$ cat src/rtl/onebit_pkg.sv
// Shared constants and types for the 1-bit NAND processor loader.
//   INSTR_BITS : bits per instruction word (bit 0 is the ctrl bit)
//   INSTR_MEM  : maximum words per program
//   PC_W       : processor program-counter width
//   state_e    : loader sequencing states
//   err_e      : sticky error codes reported on the err port
package onebit_pkg;

  localparam int unsigned INSTR_BITS = 13;
  localparam int unsigned INSTR_MEM  = 1000;
  localparam int unsigned PC_W       = 10;

  typedef enum logic [2:0] {
    IDLE,
    ARM,
    SHIFT,
    RUN,
    ERR
  } state_e;

  typedef enum logic [1:0] {
    ERR_NONE     = 2'd0,
    ERR_UNDERRUN = 2'd1,
    ERR_OVERFLOW = 2'd2
  } err_e;

endpackage

$ cat src/rtl/onebit_load_ctrl_serializer.sv
// instr_serializer: one-word hold register in front of a shift register
// that presents instruction bits LSB first, one bit per cycle.
//   clear         : empty hold, zero shift register and bit counter
//   load          : load din straight into the shift register (first word)
//   bypass        : at word_end, load din straight into the shift register
//   push          : capture din/din_last into the hold register
//   shift_en      : advance one bit (or refill at word_end)
//   bit_out       : bit currently presented to the processor
//   word_end      : current bit is the last bit of the word
//   cur_last      : word in the shift register is the program's last
//   hold_full     : hold register occupied
//   hold_full_nxt : hold occupancy after this cycle (for registered ready)
module instr_serializer #(
  parameter int unsigned W = 13
) (
  input  logic         clk,
  input  logic         reset,
  input  logic         clear,
  input  logic         load,
  input  logic         bypass,
  input  logic         push,
  input  logic         shift_en,
  input  logic [W-1:0] din,
  input  logic         din_last,
  output logic         bit_out,
  output logic         word_end,
  output logic         cur_last,
  output logic         hold_full,
  output logic         hold_full_nxt
);

  localparam int unsigned CNT_W = $clog2(W);

  logic [W-1:0]     sr_q, sr_d, hold_q, hold_d;
  logic [CNT_W-1:0] cnt_q, cnt_d;
  logic             last_q, last_d, hold_last_q, hold_last_d;
  logic             hold_full_q, hold_full_d;

  assign word_end      = (cnt_q == CNT_W'(W - 1));
  assign bit_out       = sr_q[0];
  assign cur_last      = last_q;
  assign hold_full     = hold_full_q;
  assign hold_full_nxt = hold_full_d;

  always_comb begin
    sr_d        = sr_q;
    cnt_d       = cnt_q;
    last_d      = last_q;
    hold_d      = hold_q;
    hold_last_d = hold_last_q;
    hold_full_d = hold_full_q;
    if (clear) begin
      sr_d        = '0;
      cnt_d       = '0;
      last_d      = 1'b0;
      hold_d      = '0;
      hold_last_d = 1'b0;
      hold_full_d = 1'b0;
    end else if (load) begin
      sr_d   = din;
      last_d = din_last;
      cnt_d  = '0;
    end else if (shift_en) begin
      if (!word_end) begin
        sr_d  = sr_q >> 1;
        cnt_d = cnt_q + 1'b1;
        if (push) begin
          hold_d      = din;
          hold_last_d = din_last;
          hold_full_d = 1'b1;
        end
      end else if (bypass) begin
        sr_d   = din;
        last_d = din_last;
        cnt_d  = '0;
      end else if (hold_full_q) begin
        sr_d        = hold_q;
        last_d      = hold_last_q;
        cnt_d       = '0;
        hold_full_d = 1'b0;
      end else begin
        // Nothing to follow: the final shift drains the register to zero
        // so bit_out idles low once loading stops.
        sr_d   = sr_q >> 1;
        last_d = 1'b0;
      end
    end
  end

  always_ff @(posedge clk) begin
    if (reset) begin
      sr_q        <= '0;
      cnt_q       <= '0;
      last_q      <= 1'b0;
      hold_q      <= '0;
      hold_last_q <= 1'b0;
      hold_full_q <= 1'b0;
    end else begin
      sr_q        <= sr_d;
      cnt_q       <= cnt_d;
      last_q      <= last_d;
      hold_q      <= hold_d;
      hold_last_q <= hold_last_d;
      hold_full_q <= hold_full_d;
    end
  end

endmodule

$ cat src/rtl/onebit_load_ctrl.sv
// onebit_load_ctrl: program loader and run sequencer for the 1-bit NAND
// processor. Accepts instruction words on a valid/ready stream, holds the
// processor in reset, streams the words gap-free into its bit-serial load
// port (proc_en + proc_in0, LSB first), then releases it into run mode.
//   start/stop            : begin load (IDLE/ERR only) / abort to IDLE
//   word_valid/data/last  : instruction stream, word_ready back-pressure
//   proc_reset/en/in0     : processor reset, load enable, load data bit
//   busy/running/done     : ARM|SHIFT, RUN, one-cycle RUN_LIMIT expiry
//   err                   : 0 none, 1 underrun, 2 overflow (sticky)
//   words_loaded          : words fully shifted in
//   run_cycles            : cycles spent in RUN, saturating
module onebit_load_ctrl
  import onebit_pkg::*;
#(
  parameter int unsigned INSTR_BITS = onebit_pkg::INSTR_BITS,
  parameter int unsigned INSTR_MEM  = onebit_pkg::INSTR_MEM,
  parameter int unsigned RUN_LIMIT  = 0
) (
  input  logic                  clk,
  input  logic                  reset,
  input  logic                  start,
  input  logic                  stop,
  input  logic                  word_valid,
  input  logic [INSTR_BITS-1:0] word_data,
  input  logic                  word_last,
  output logic                  word_ready,
  output logic                  proc_reset,
  output logic                  proc_en,
  output logic                  proc_in0,
  output logic                  busy,
  output logic                  running,
  output logic                  done,
  output logic [1:0]            err,
  output logic [PC_W-1:0]       words_loaded,
  output logic [15:0]           run_cycles
);

  localparam int unsigned     ACC_W   = PC_W + 1;
  localparam logic [ACC_W-1:0] ACC_MAX = ACC_W'(INSTR_MEM);
  localparam logic [PC_W-1:0]  WL_MAX  = PC_W'(INSTR_MEM - 1);

  state_e          state_q, state_d;
  logic [1:0]      err_q, err_d;
  logic [PC_W-1:0] wl_q, wl_d;
  logic [15:0]     rc_q, rc_d;
  logic [ACC_W-1:0] acc_q, acc_d;
  logic            last_acc_q, last_acc_d;
  logic            ready_q, ready_d, done_q, done_d;
  logic            proc_reset_q, proc_reset_d, proc_en_q, proc_en_d;
  logic            busy_q, busy_d, running_q, running_d;
  logic            hs, clear, load, bypass, push, shift_en;
  logic            word_end, cur_last, hold_full, hold_full_nxt;

  assign hs = word_valid && ready_q;

  instr_serializer #(.W(INSTR_BITS)) u_ser (
    .clk          (clk),
    .reset        (reset),
    .clear        (clear),
    .load         (load),
    .bypass       (bypass),
    .push         (push),
    .shift_en     (shift_en),
    .din          (word_data),
    .din_last     (word_last),
    .bit_out      (proc_in0),
    .word_end     (word_end),
    .cur_last     (cur_last),
    .hold_full    (hold_full),
    .hold_full_nxt(hold_full_nxt)
  );

  always_comb begin
    state_d    = state_q;
    err_d      = err_q;
    wl_d       = wl_q;
    rc_d       = rc_q;
    acc_d      = acc_q;
    last_acc_d = last_acc_q;
    done_d     = 1'b0;
    clear      = 1'b0;
    load       = 1'b0;
    bypass     = 1'b0;
    push       = 1'b0;
    shift_en   = 1'b0;
    if (stop) begin
      state_d = IDLE;
      clear   = 1'b1;
    end else begin
      case (state_q)
        IDLE, ERR: if (start) begin
          state_d    = ARM;
          err_d      = ERR_NONE;
          wl_d       = '0;
          rc_d       = '0;
          acc_d      = '0;
          last_acc_d = 1'b0;
          clear      = 1'b1;
        end
        ARM: if (hs) begin
          load       = 1'b1;
          acc_d      = acc_q + 1'b1;
          last_acc_d = word_last;
          state_d    = SHIFT;
        end
        SHIFT: begin
          shift_en = 1'b1;
          if (hs) begin
            acc_d      = acc_q + 1'b1;
            last_acc_d = word_last;
            if (word_end) bypass = 1'b1;
            else          push   = 1'b1;
          end
          if (word_end) begin
            wl_d = wl_q + 1'b1;
            if (cur_last) begin
              state_d = RUN;
            end else if (wl_q == WL_MAX) begin
              state_d = ERR;
              err_d   = ERR_OVERFLOW;
            end else if (!(hold_full || hs)) begin
              state_d = ERR;
              err_d   = ERR_UNDERRUN;
            end
          end
        end
        RUN: begin
          if (rc_q != '1) rc_d = rc_q + 1'b1;
          if ((RUN_LIMIT != 0) && ({16'd0, rc_q} == RUN_LIMIT - 1)) begin
            state_d = IDLE;
            done_d  = 1'b1;
          end
        end
        default: state_d = IDLE;
      endcase
    end
    // Outputs are registered, so they are derived from the next state.
    ready_d      = ((state_d == ARM) || (state_d == SHIFT)) && !hold_full_nxt &&
                   !last_acc_d && (acc_d < ACC_MAX);
    proc_reset_d = (state_d == IDLE) || (state_d == ARM) || (state_d == ERR);
    proc_en_d    = (state_d == SHIFT);
    busy_d       = (state_d == ARM) || (state_d == SHIFT);
    running_d    = (state_d == RUN);
  end

  always_ff @(posedge clk) begin
    if (reset) begin
      state_q      <= IDLE;
      err_q        <= ERR_NONE;
      wl_q         <= '0;
      rc_q         <= '0;
      acc_q        <= '0;
      last_acc_q   <= 1'b0;
      ready_q      <= 1'b0;
      done_q       <= 1'b0;
      proc_reset_q <= 1'b1;
      proc_en_q    <= 1'b0;
      busy_q       <= 1'b0;
      running_q    <= 1'b0;
    end else begin
      state_q      <= state_d;
      err_q        <= err_d;
      wl_q         <= wl_d;
      rc_q         <= rc_d;
      acc_q        <= acc_d;
      last_acc_q   <= last_acc_d;
      ready_q      <= ready_d;
      done_q       <= done_d;
      proc_reset_q <= proc_reset_d;
      proc_en_q    <= proc_en_d;
      busy_q       <= busy_d;
      running_q    <= running_d;
    end
  end

  assign word_ready   = ready_q;
  assign done         = done_q;
  assign proc_reset   = proc_reset_q;
  assign proc_en      = proc_en_q;
  assign busy         = busy_q;
  assign running      = running_q;
  assign err          = err_q;
  assign words_loaded = wl_q;
  assign run_cycles   = rc_q;

endmodule

$ cat config.mk
export PLATFORM = sky130hd
export DESIGN_NAME = onebit_load_ctrl
export DESIGN_NICKNAME = d
export VERILOG_FILES = /design/src/rtl/onebit_pkg.sv /design/src/rtl/onebit_load_ctrl_serializer.sv /design/src/rtl/onebit_load_ctrl.sv
export SDC_FILE = /design/constraint.sdc
export NUM_CORES = 1
export LEC_CHECK = 0
export ABC_AREA = 1
export CAP_MARGIN = 20
export CORE_ASPECT_RATIO = 0.7
export CORE_MARGIN = 3
export CORE_UTILIZATION = 40
export DETAILED_ROUTE_END_ITERATION = 8
export GPL_TIMING_DRIVEN = 1
export MAX_ROUTING_LAYER = met4
export RECOVER_POWER = 100
export SLEW_MARGIN = 20
export SYNTH_ARGS = -nofsm -noshare
export SYNTH_HDL_FRONTEND = slang
export SYNTH_HIERARCHICAL = 1
export SYNTH_SLANG_ARGS = --single-unit
$ cat constraint.sdc
create_clock -name clk -period 4.5 [get_ports clk]
set_input_delay 0.45 -clock clk [delete_from_list [all_inputs] [get_ports clk]]
set_output_delay 0.45 -clock clk [all_outputs]
set_load 0.1 [all_outputs]
==> Word level (Yosys, flattened, before mapping) <==
Cells that the tools add are included.
{ "classes": {"mux": 63, "n_shift": 0, "n_reduce_logical": 26, "eq_ne": 17, "order_cmp": 1, "n_bitwise": 3, "mul": 0, "n_addsub": 4, "n_div": 0} }
{ "ops": {"columns": ["op", "n"], "rows": [
  ["$mux 13", 5],
  ["$mux 11", 3],
  ["$mux 16", 2],
  ["$pmux 16 s2", 1],
  ["$mux 1", 30],
  ["$pmux 11 s2", 1],
  ["$mux 3", 7],
  ["$mux 10", 2],
  ["$pmux 10 s2", 1],
  ["$add 16x1->16 const B", 1],
  ["$ne 16x16->1 const B", 1],
  ["$eq 3x2->1 const B", 4],
  ["$mux 4", 3],
  ["$pmux 3 s4", 1],
  ["$reduce_and 4->1", 3],
  ["$add 11x1->11 const B", 1],
  ["$lt 11x10->1 const B", 1],
  ["$add 10x1->10 const B", 1],
  ["$eq 10x10->1 const B", 1],
  ["$mux 2", 5],
  ["$reduce_bool 2->1", 4],
  ["$eq 3x1->1 const B", 2],
  ["$eq 3x3->1 const B", 2],
  ["$logic_not 3->1", 2],
  ["other kinds (15)", 30]
]} }
{ "word_totals": {"rom_bits": 0, "word_cells": 131, "latch_bits": 0, "regBits": 81, "ram_bits": 0, "mem_count": 0, "output_inout_bits": 35} }

==> Depth between registers and ports, before layout <==
Gate-level depths: netlist (run 1).
{ "logic_depth": {"word_depth": 14, "mapped_depth": 17} }

==> Hierarchy <==
Netlist (run 1), hierarchy kept.
{ "modules_own_cells": {"columns": ["module", "cells_each", "area_per_inst_um2", "seq_area_each_um2", "instances"], "rows": [
  ["onebit_load_ctrl", 424, 2726.4, 960.9, 1],
  ["instr_serializer", 254, 1786.7, 660.6, 1]
]} }

==> Worst setup path after synthesis (run 1) <==
Ideal clock, no wire load.
{ "synth_timing": {"path_kind": "flip-flop to flip-flop", "startpoint": "register ready_q, in the netlist word_ready", "endpoint": "register ready_q, in the netlist word_ready", "setup_time_ns": 0.113, "stages_incl_launch_ff": 15, "t_arrival_ns": 2.646, "required_ns": 4.387, "slack_ns": 1.741, "cell_sequence": "dfxtp_1 > nand2_1 > nor2_1 > inv_1 > nor2_1 > buf_4 > inv_2 > a31oi_1 > nand2_1 > inv_1 > nor2_1 > nand3_1 > nor2_1 > nand2_1 > nor2_1"} }
{ "synth_between": {"elab_chain_cells": 13, "elab_cells_between_ends": 39, "cone_classes": "1 x order compare; 2 x eq/ne; 28 x mux; 8 x reduce/logical"} }
{ "synth_rtl": {"columns": ["element", "line_no", "source"], "rows": [
  ["start: declaration", "onebit_load_ctrl.sv:48", "logic ready_q, ready_d, done_q, done_d;"],
  ["start signal: assignment", "onebit_load_ctrl.sv:167", "ready_q <= ready_d;"],
  ["$logic_and 1x1->1", "onebit_load_ctrl.sv:54", "assign hs = word_valid && ready_q;"],
  ["$mux 1", "onebit_load_ctrl.sv:108", "if (hs) begin"],
  ["$mux 1", "onebit_load_ctrl.sv:90", "case (state_q)"],
  ["$mux 1", "onebit_load_ctrl.sv:86", "if (stop) begin"],
  ["named net bypass", "onebit_load_ctrl.sv:51", "logic hs, clear, load, bypass, push, shift_en;"],
  ["$mux 1", "onebit_load_ctrl_serializer.sv:72", "end else if (bypass) begin"],
  ["$mux 1", "onebit_load_ctrl_serializer.sv:64", "if (!word_end) begin"],
  ["$mux 1", "onebit_load_ctrl_serializer.sv:63", "end else if (shift_en) begin"],
  ["$mux 1", "onebit_load_ctrl_serializer.sv:59", "end else if (load) begin"],
  ["$mux 1", "onebit_load_ctrl_serializer.sv:52", "if (clear) begin"],
  ["named net hold_full_nxt", "onebit_load_ctrl.sv:52", "logic word_end, cur_last, hold_full, hold_full_nxt;"],
  ["$logic_not 1->1", "onebit_load_ctrl.sv:138", "ready_d = ((state_d == ARM) || (state_d == SHIFT)) && !hold_full_nxt &&"],
  ["$logic_and 1x1->1 (2 in a row)", "onebit_load_ctrl.sv:138", null],
  ["$logic_and 1x1->1", "onebit_load_ctrl.sv:139", "!last_acc_d && (acc_d < ACC_MAX);"]
]} }
The timed path passes the listed nets, and every way through them passes these cells.
A chain may end at the register's enable or synchronous reset.

==> Worst setup path in the final report (run 1) <==
{ "layout_timing": {"startpoint": "register u_ser.cnt_q[0]", "endpoint": "register ready_q, in the netlist word_ready"} }
{ "layout_between": {"elab_chain_cells": 14, "elab_cells_between_ends": 25, "cone_classes": "3 x eq/ne; 17 x mux; 5 x reduce/logical"} }
{ "layout_rtl": {"columns": ["element", "line_no", "source"], "rows": [
  ["start: declaration", "onebit_load_ctrl_serializer.sv:35", "logic [CNT_W-1:0] cnt_q, cnt_d;"],
  ["start signal: assignment", "onebit_load_ctrl_serializer.sv:100", "cnt_q <= cnt_d;"],
  ["$eq 4x4->1", "onebit_load_ctrl_serializer.sv:39", "assign word_end = (cnt_q == CNT_W'(W - 1));"],
  ["named net word_end", "onebit_load_ctrl.sv:52", null],
  ["$mux 1", "onebit_load_ctrl.sv:111", "if (word_end) bypass = 1'b1;"],
  ["$mux 1", "onebit_load_ctrl.sv:108", null],
  ["$mux 1", "onebit_load_ctrl.sv:90", null],
  ["$mux 1", "onebit_load_ctrl.sv:86", null],
  ["named net push", "onebit_load_ctrl.sv:51", null],
  ["$mux 1", "onebit_load_ctrl_serializer.sv:67", "if (push) begin"],
  ["$mux 1", "onebit_load_ctrl_serializer.sv:64", null],
  ["$mux 1", "onebit_load_ctrl_serializer.sv:63", null],
  ["$mux 1", "onebit_load_ctrl_serializer.sv:59", null],
  ["$mux 1", "onebit_load_ctrl_serializer.sv:52", null],
  ["named net hold_full_nxt", "onebit_load_ctrl.sv:52", null],
  ["$logic_not 1->1", "onebit_load_ctrl.sv:138", null],
  ["$logic_and 1x1->1 (2 in a row)", "onebit_load_ctrl.sv:138", null],
  ["$logic_and 1x1->1", "onebit_load_ctrl.sv:139", null]
]} }
The timed path passes the listed nets, and every way through them passes these cells.

==> metrics.md, run 1 <==
| Metric | Value |
|---|---|
| Outcome | completed |
| Largest net degree at the start of global routing | 32 |
| Clk_skew | 0.00779 ns |
| Total power | roughly 1.8 mW |
| Number of synthesized flops with an enable pin | 0 |
| IO Port Bufs | 52 |
| Slew HR | 0.317 |
| Setup TNS | 0 ns |
| Floorplan die width | between 100 and 150 um |
| Die Y | ~95 um |
| Worst setup EP type | flip-flop |
| Data required, critical path | approximately 4.7 ns |
| Post-synth top cells | nand2_1 (152), dfxtp_1 (81), nor2_1 (79), inv_1 (74), a21oi_1 (64) |
| H-tree Lvls | 3 |
| Critical Path Source Type | flip-flop |
| Final Slew Violations | 0 |
| Clock transition at the registers of the reported paths | 0.06 ns |
| GRT overflow | 0 |
| Boundary Pins | between 50 and 60 |
| DR pass1 iterations | 5 |
| Mean Syn Cell Area | 6.66 um2 |
| Setup-failing EPs final | 0 |
| Yosys warns | 6 |
| Register bit count reported by yosys | 81 |
| Least-Margin Pin Slew | between 1 and 1.5 ns |
| Starting Density | 0.423 |
| Count leader, synth | nand2_1 |
| Resized cells post-CTS | 0 |
| Cell family with most CP delay | simple AND/OR/NAND/NOR gates |
| Final GP Congestion | between 0.8 and 0.9 |
| CTS Buffer Depth | 2 |
| Total CTS buffers | 9 |
| Hold path startpoint | u_ser/hold_q[2]$_SDFFE_PP0P_ |
| CP Cell Sequence | inv_1 > ha_1 > nand3_1 > inv_1 > nor2_1 > inv_1 > nor2_1 > nand3_1 > nand2_1 > nand2_1 > inv_1 > nor2_1 > nand3_1 > nor2_1 > nand2_1 > nor2_1 |
| Total GRT Usage | 0.193 |
| Hold_buf cts | 0 |
| PwrDens | between 300 and 400 mW/mm2 |
| HP Class | reg -> reg |
| Setup Buffers After CTS | 0 |
| Fin crit share | 0.749 |
| CTS tree | built |
| Max_cap viols | 0 |
| Post-DP HPWL | between 8000 and 9000 um |
| DRT iter0 DRCs | between 200 and 300 |
| Core Area | about 0.011 mm2 |
| Site Rows | 31 |
| Dominant synthesized flop cell | dfxtp_1 |
| Crit. Startpoint | u_ser/cnt_q[0]$_SDFFE_PP0P_ |
| Nets@finish | roughly 750 |
| Static Leak | around 2.1 nW |
| Final Critical Period | between 3 and 4 ns |
| Proportion of layout cells with a drive suffix above 1 | 0.0532 |
| Critical path fanouts, max | 29 |
| RSZ-0062 raised after global routing | false |
| Initial antenna violation count | 0 |
| Crit path DAT | around 3.6 ns |
| Cell count after synthesis | around 680 |
| Yosys top cell by area | dfxtp_1 |
| Hold Worst Slack | between 0.4 and 0.5 ns |
| Reg2reg start | u_ser/cnt_q[0]$_SDFFE_PP0P_ |
| Clock Sinks | between 80 and 90 |
| Cell area after synthesis | between 0.004 and 0.005 mm2 |
| Async SR Flop Fraction | 0 |
| Syn nets | about 700 |
| Detailed Route WL | ~12000 um |
| Register area share after synthesis | 0.359 |
| Critical path class | reg -> reg |
| Global-route wire length before repair | a little under 20000 um |
| ANT nets after route | 0 |
| Root Buffer | clkbuf_16 |
| Die area | around 0.013 mm2 |
| Max VDD drop | about 0.17 mV |
| CP dominant cell by count | nor2_1 |
| CP bufs+invs | 4 |
| Latest clock arrival within the worst-skew pair | about 0.34 ns |
| Antenna diodes | 0 |
| Vias | 4538 |
| Avg WL per Cell | 13.5 um |
| DR DRC count | 0 |
| Maximum operating frequency | 297 MHz |
| Fillers | between 1k and 1.5k |
| Number of global-route vias before repair | slightly above 4k |
| CP max-delay cell | nand3_1 |
| Drt via density | ~5.2 |
| Yosys top cell area share | 0.359 |
| CP peak stage delay | between 0.7 and 0.8 ns |
| Layout Area Growth over Synthesis | 20.8% |
| Ranking of synthesized cells by area | dfxtp_1 (36%), nand2_1 (13%), a21oi_1 (7.1%) |
| Hold violation count in the final report | 0 |
| Yosys cell types | 44 |
## flip-flops by register name, indices dropped and copies added (netlist names)
signal,flops
proc_reset,1
state_q,3
proc_en,1
run_cycles,16
words_loaded,10
busy,1
u_ser/sr_q,13
last_acc_q,1
u_ser/cur_last,1
u_ser/hold_last_q,1
running,1
u_ser/hold_full,1
u_ser/cnt_q,4
u_ser/hold_q,13
word_ready,1
acc_q,11
err,2
## per-stage QoR
step	utilization	worst slack, ns	instance area (um2)	instances
after floorplan	-	1.74	4510	678
after global placement	0.481	1.58	5130	865
after detailed placement	0.481	1.51	5130	865
after CTS	0.516	1.77	5510	881
after global routing	0.511	0.746	5450	881
final	0.511	1.13	5450	881
## final timing paths
kind / end / slack [ns] / cells after the start
hold reg to reg: u_ser/hold_q[2]$_SDFFE_PP0P_ / 0.44 / 2
hold / removal: u_ser/hold_q[2]$_SDFFE_PP0P_ / 0.44 / 2
setup reg to reg: word_ready$_SDFF_PP0_ / 1.13 / 16
setup / recovery: word_ready$_SDFF_PP0_ / 1.13 / 16
## layout by cell type, fill, tap and decap left out, types with 9 or more instances in the layout
| cell type | instances |
|---|---|
| dfxtp_1 | 81 |
| clkdlybuf4s50_1 | 17 |
| nor2_1 | 83 |
| nor3_1 | 14 |
| nand3_1 | 61 |
| o21ai_0 | 33 |
| dlygate4sd3_1 | 35 |
| a21oi_1 | 64 |
| clkbuf_16 | 9 |
| nand4_1 | 11 |
| nand2_1 | 153 |
| inv_1 | 78 |
## cells by family (layout without fill, tap and decap cells)
family                   count (synthesis)  after routing  share of synthesized area
flip-flops                              81             81                      0.359
AND/OR/NAND/NOR                        343            343                      0.343
XOR/XNOR                                10             10                     0.0194
AO/OA/AOI/OAI                          130            130                      0.161
adder cells (fa/ha/maj)                  5              5                     0.0139
buffers and inverters                  108            163                      0.103
other                                    1              1                   0.000831
## metal layers
metal  share of wire  GRT usage  vias to the layer above
li1                -          -                     2311
met1            0.52      0.270                     2093
met2            0.42      0.290                      123
met3           0.054     0.0373                       11
met4           0.010     0.0458                        0
met5               0          -                        -
## where the power goes
part	internal, mW	switching (mW)
clock network	0.628	0.291
logic	0.0314	0.0781
registers	0.721	0.00420
## worst reg2reg max path, delay by kind of cell, from the launching register on
kind                     cells  cell delay (ns)
AND/OR/NAND/NOR             11             2.23
flip-flops                   1             0.38
adder cells (fa/ha/maj)      1             0.19
buffers and inverters        4             0.46
## area by class of cell
class                      instances  area, um2  area share
clock buffer                      11        253      0.0464
clock inverter                     5        125      0.0230
inverter                          91        344      0.0631
multi-input combinational        489       2370       0.436
sequential                        81       1620       0.298
tap                              148        185      0.0340
timing repair buffer              56        547       0.100
Power figures use the tool's default switching activity.
==> run 2, diff against run 1 <==
Clock period 4.5 ns to 3.4 ns, I/O delays scaled along.
==> run 2 against run 1 <==
Utilization shrank 0.56 points. Combinational power up 33%. Largest cell class unchanged. Critical path type unchanged. Wire length shrank 1.7%. Maximum frequency is 22% higher. Sequential cell count unchanged. Critical path depth decreased by 4.
==> metrics.md, run 2 (same netlist as run 1, synthesis figures left out) <==
| Metric | Value |
|---|---|
| Static Leak | 2.11 nW |
| DR DRC count | 0 |
| Detailed Route WL | 11700 um |
| Die area | approximately 0.013 mm2 |
| Max VDD drop | around 0.23 mV |
| Core Area | around 0.011 mm2 |
| WHS Path Cells | 2 |
| Nets@finish | 754 |
| CP bufs+invs | 2 |
| Resized cells post-CTS | 0 |
| Clk_skew | slightly below 0.007 ns |
| Multi-input logic area | around 0.0024 mm2 |
| Root Buffer | clkbuf_16 |
| Most frequent cells in the layout | nand2_1 (154), nor2_1 (85), dfxtp_1 (81), inv_1 (77), a21oi_1 (65) |
| Reg2reg start | state_q[1]$_SDFF_PP0_ |
| FF-to-FF End | word_ready$_SDFF_PP0_ |
| Number of global-route vias before repair | a little over 4k |
| IO Port Bufs | between 50 and 60 |
| Register area | between 0.0015 and 0.002 mm2 |
| Antenna diodes | 0 |
| Cell family with most CP delay | simple AND/OR/NAND/NOR gates |
| Largest net degree at the start of global routing | 29 |
| CP peak stage delay | ~0.52 ns |
| Critical path fanouts, max | 8 |
| DRT iter0 DRCs | roughly 320 |
| CTS tree | built |
| Hold_buf cts | 0 |
| Die Y | between 90 and 100 um |
| Total GRT Usage | 0.197 |
| Setup-failing EPs final | 0 |
| Latest clock arrival within the worst-skew pair | approximately 0.34 ns |
| Setup TNS | 0 ns |
| Proportion of layout cells with a drive suffix above 1 | 0.0544 |
| Max_cap viols | 0 |
| R2R depth | 12 |
| Data required, critical path | approximately 3.7 ns |
| Total CTS buffers | 9 |
| Worst R2R Setup Slack | ~0.65 ns |
| CP Cell Sequence | nand3_1 > nor2_1 > inv_2 > nor2_1 > a31oi_1 > nand2_1 > inv_1 > nor2_1 > nand3_1 > nor2_1 > nand2_1 > nor2_1 |
| DR pass1 iterations | 5 |
| Max reg flops | 16 |
| Final Slew Violations | 0 |
| Worst setup EP type | flip-flop |
| Initial antenna violation count | 0 |
| Drt via density | ~5.1 |
| Hold Path End | u_ser/hold_q[11]$_SDFFE_PP0P_ |
| Total power | roughly 2.2 mW |
| Crit path DAT | approximately 3 ns |
| Starting Density | 0.423 |
| Avg WL per Cell | ~13 um |
| Slew HR | 0.333 |
| ANT nets after route | 0 |
| Fin crit share | 0.810 |
| Critical Path Source Type | flip-flop |
| Maximum operating frequency | 363 MHz |
| H-tree Lvls | 3 |
| WP depth | 12 |
| Fillers | approximately 1.1k |
| Critical path class | reg -> reg |
| HP Class | reg -> reg |
| Final GP Congestion | between 0.8 and 0.9 |
| Pre-CTS WS | between 0.8 and 0.9 ns |
| Site Rows | 31 |
| Global-route wire length before repair | slightly below 20000 um |
| Post-DP HPWL | 8530 um |
| PwrDens | between 300 and 400 mW/mm2 |
| Floorplan die width | about 130 um |
| CP dominant cell by count | nor2_1 |
| CTS Buffer Depth | 2 |
| Clock Sinks | about 80 |
| Final worst slack | about 0.65 ns |
| RSZ-0062 raised after global routing | false |
| Hold path startpoint | u_ser/hold_q[11]$_SDFFE_PP0P_ |
| Outcome | completed |
| Hold violation count in the final report | 0 |
| Most common cell after layout, fill and taps aside | nand2_1 |
| Vias | around 4.5k |
| Layout Area Growth over Synthesis | 19.4% |
| Setup Buffers After CTS | 0 |
| Final Critical Period | 2.75 ns |
| Least-Margin Pin Slew | between 0.9 and 1 ns |
| CP max-delay cell | nor2_1 |
| Clock transition at the registers of the reported paths | approximately 0.060 ns |
| GRT overflow | 0 |
| Hold Worst Slack | about 0.44 ns |
| Boundary Pins | 54 |
==> run 2: worst max-delay path by stage <==
stage                                          start                         end  slack (ns)
final                          state_q[1]$_SDFF_PP0_       word_ready$_SDFF_PP0_        0.65
after floorplan                word_ready$_SDFF_PP0_       word_ready$_SDFF_PP0_        0.64
after global routing      run_cycles[0]$_SDFFE_PP0P_  run_cycles[6]$_SDFFE_PP0P_        0.42
after global placement                          stop       word_ready$_SDFF_PP0_        0.88
after CTS                 run_cycles[0]$_SDFFE_PP0P_               run_cycles[0]        1.09
after detailed placement                        stop       word_ready$_SDFF_PP0_        0.86
==> run 2: stage by stage <==
stage	cells	instance area (um2)	utilization
floorplan	678	4510	-
global placement	867	5140	0.482
detailed placement	867	5140	0.482
CTS	883	5470	0.512
global route	883	5390	0.505
finish	883	5390	0.505
==> run 2: report_power, final <==
group          leakage (nW)  internal, mW  switching [mW]
sequential            0.653         0.953         0.00501
combinational          1.31        0.0417           0.103
clock                 0.155         0.643           0.407
total                  2.11          1.64           0.515
==> run 2: worst reg2reg max path, stage by stage, from the launching register on <==
cell     delay [ns]
dfxtp_1        0.46
nand3_1        0.30
nor2_1         0.52
inv_2          0.18
nor2_1         0.49
a31oi_1        0.17
nand2_1        0.11
inv_1          0.04
nor2_1         0.10
nand3_1        0.09
nor2_1         0.09
nand2_1        0.06
nor2_1         0.07
==> run 2: cell type report <==
type,count,share of cell area
multi-input cells,489,0.437
flip-flops and latches,81,0.301
repair buffers,58,0.105
inverters,91,0.0638
clock buffers,9,0.0418
well taps,148,0.0344
clock inverters,7,0.0176
==> run 2: layer usage <==
metal  vias up  GRT usage  part of all wire
li1       2314          -                 -
met1      2048      0.283              0.52
met2       132      0.277              0.41
met3         8     0.0463             0.055
met4         0     0.0476            0.0063
met5         -          -                 0
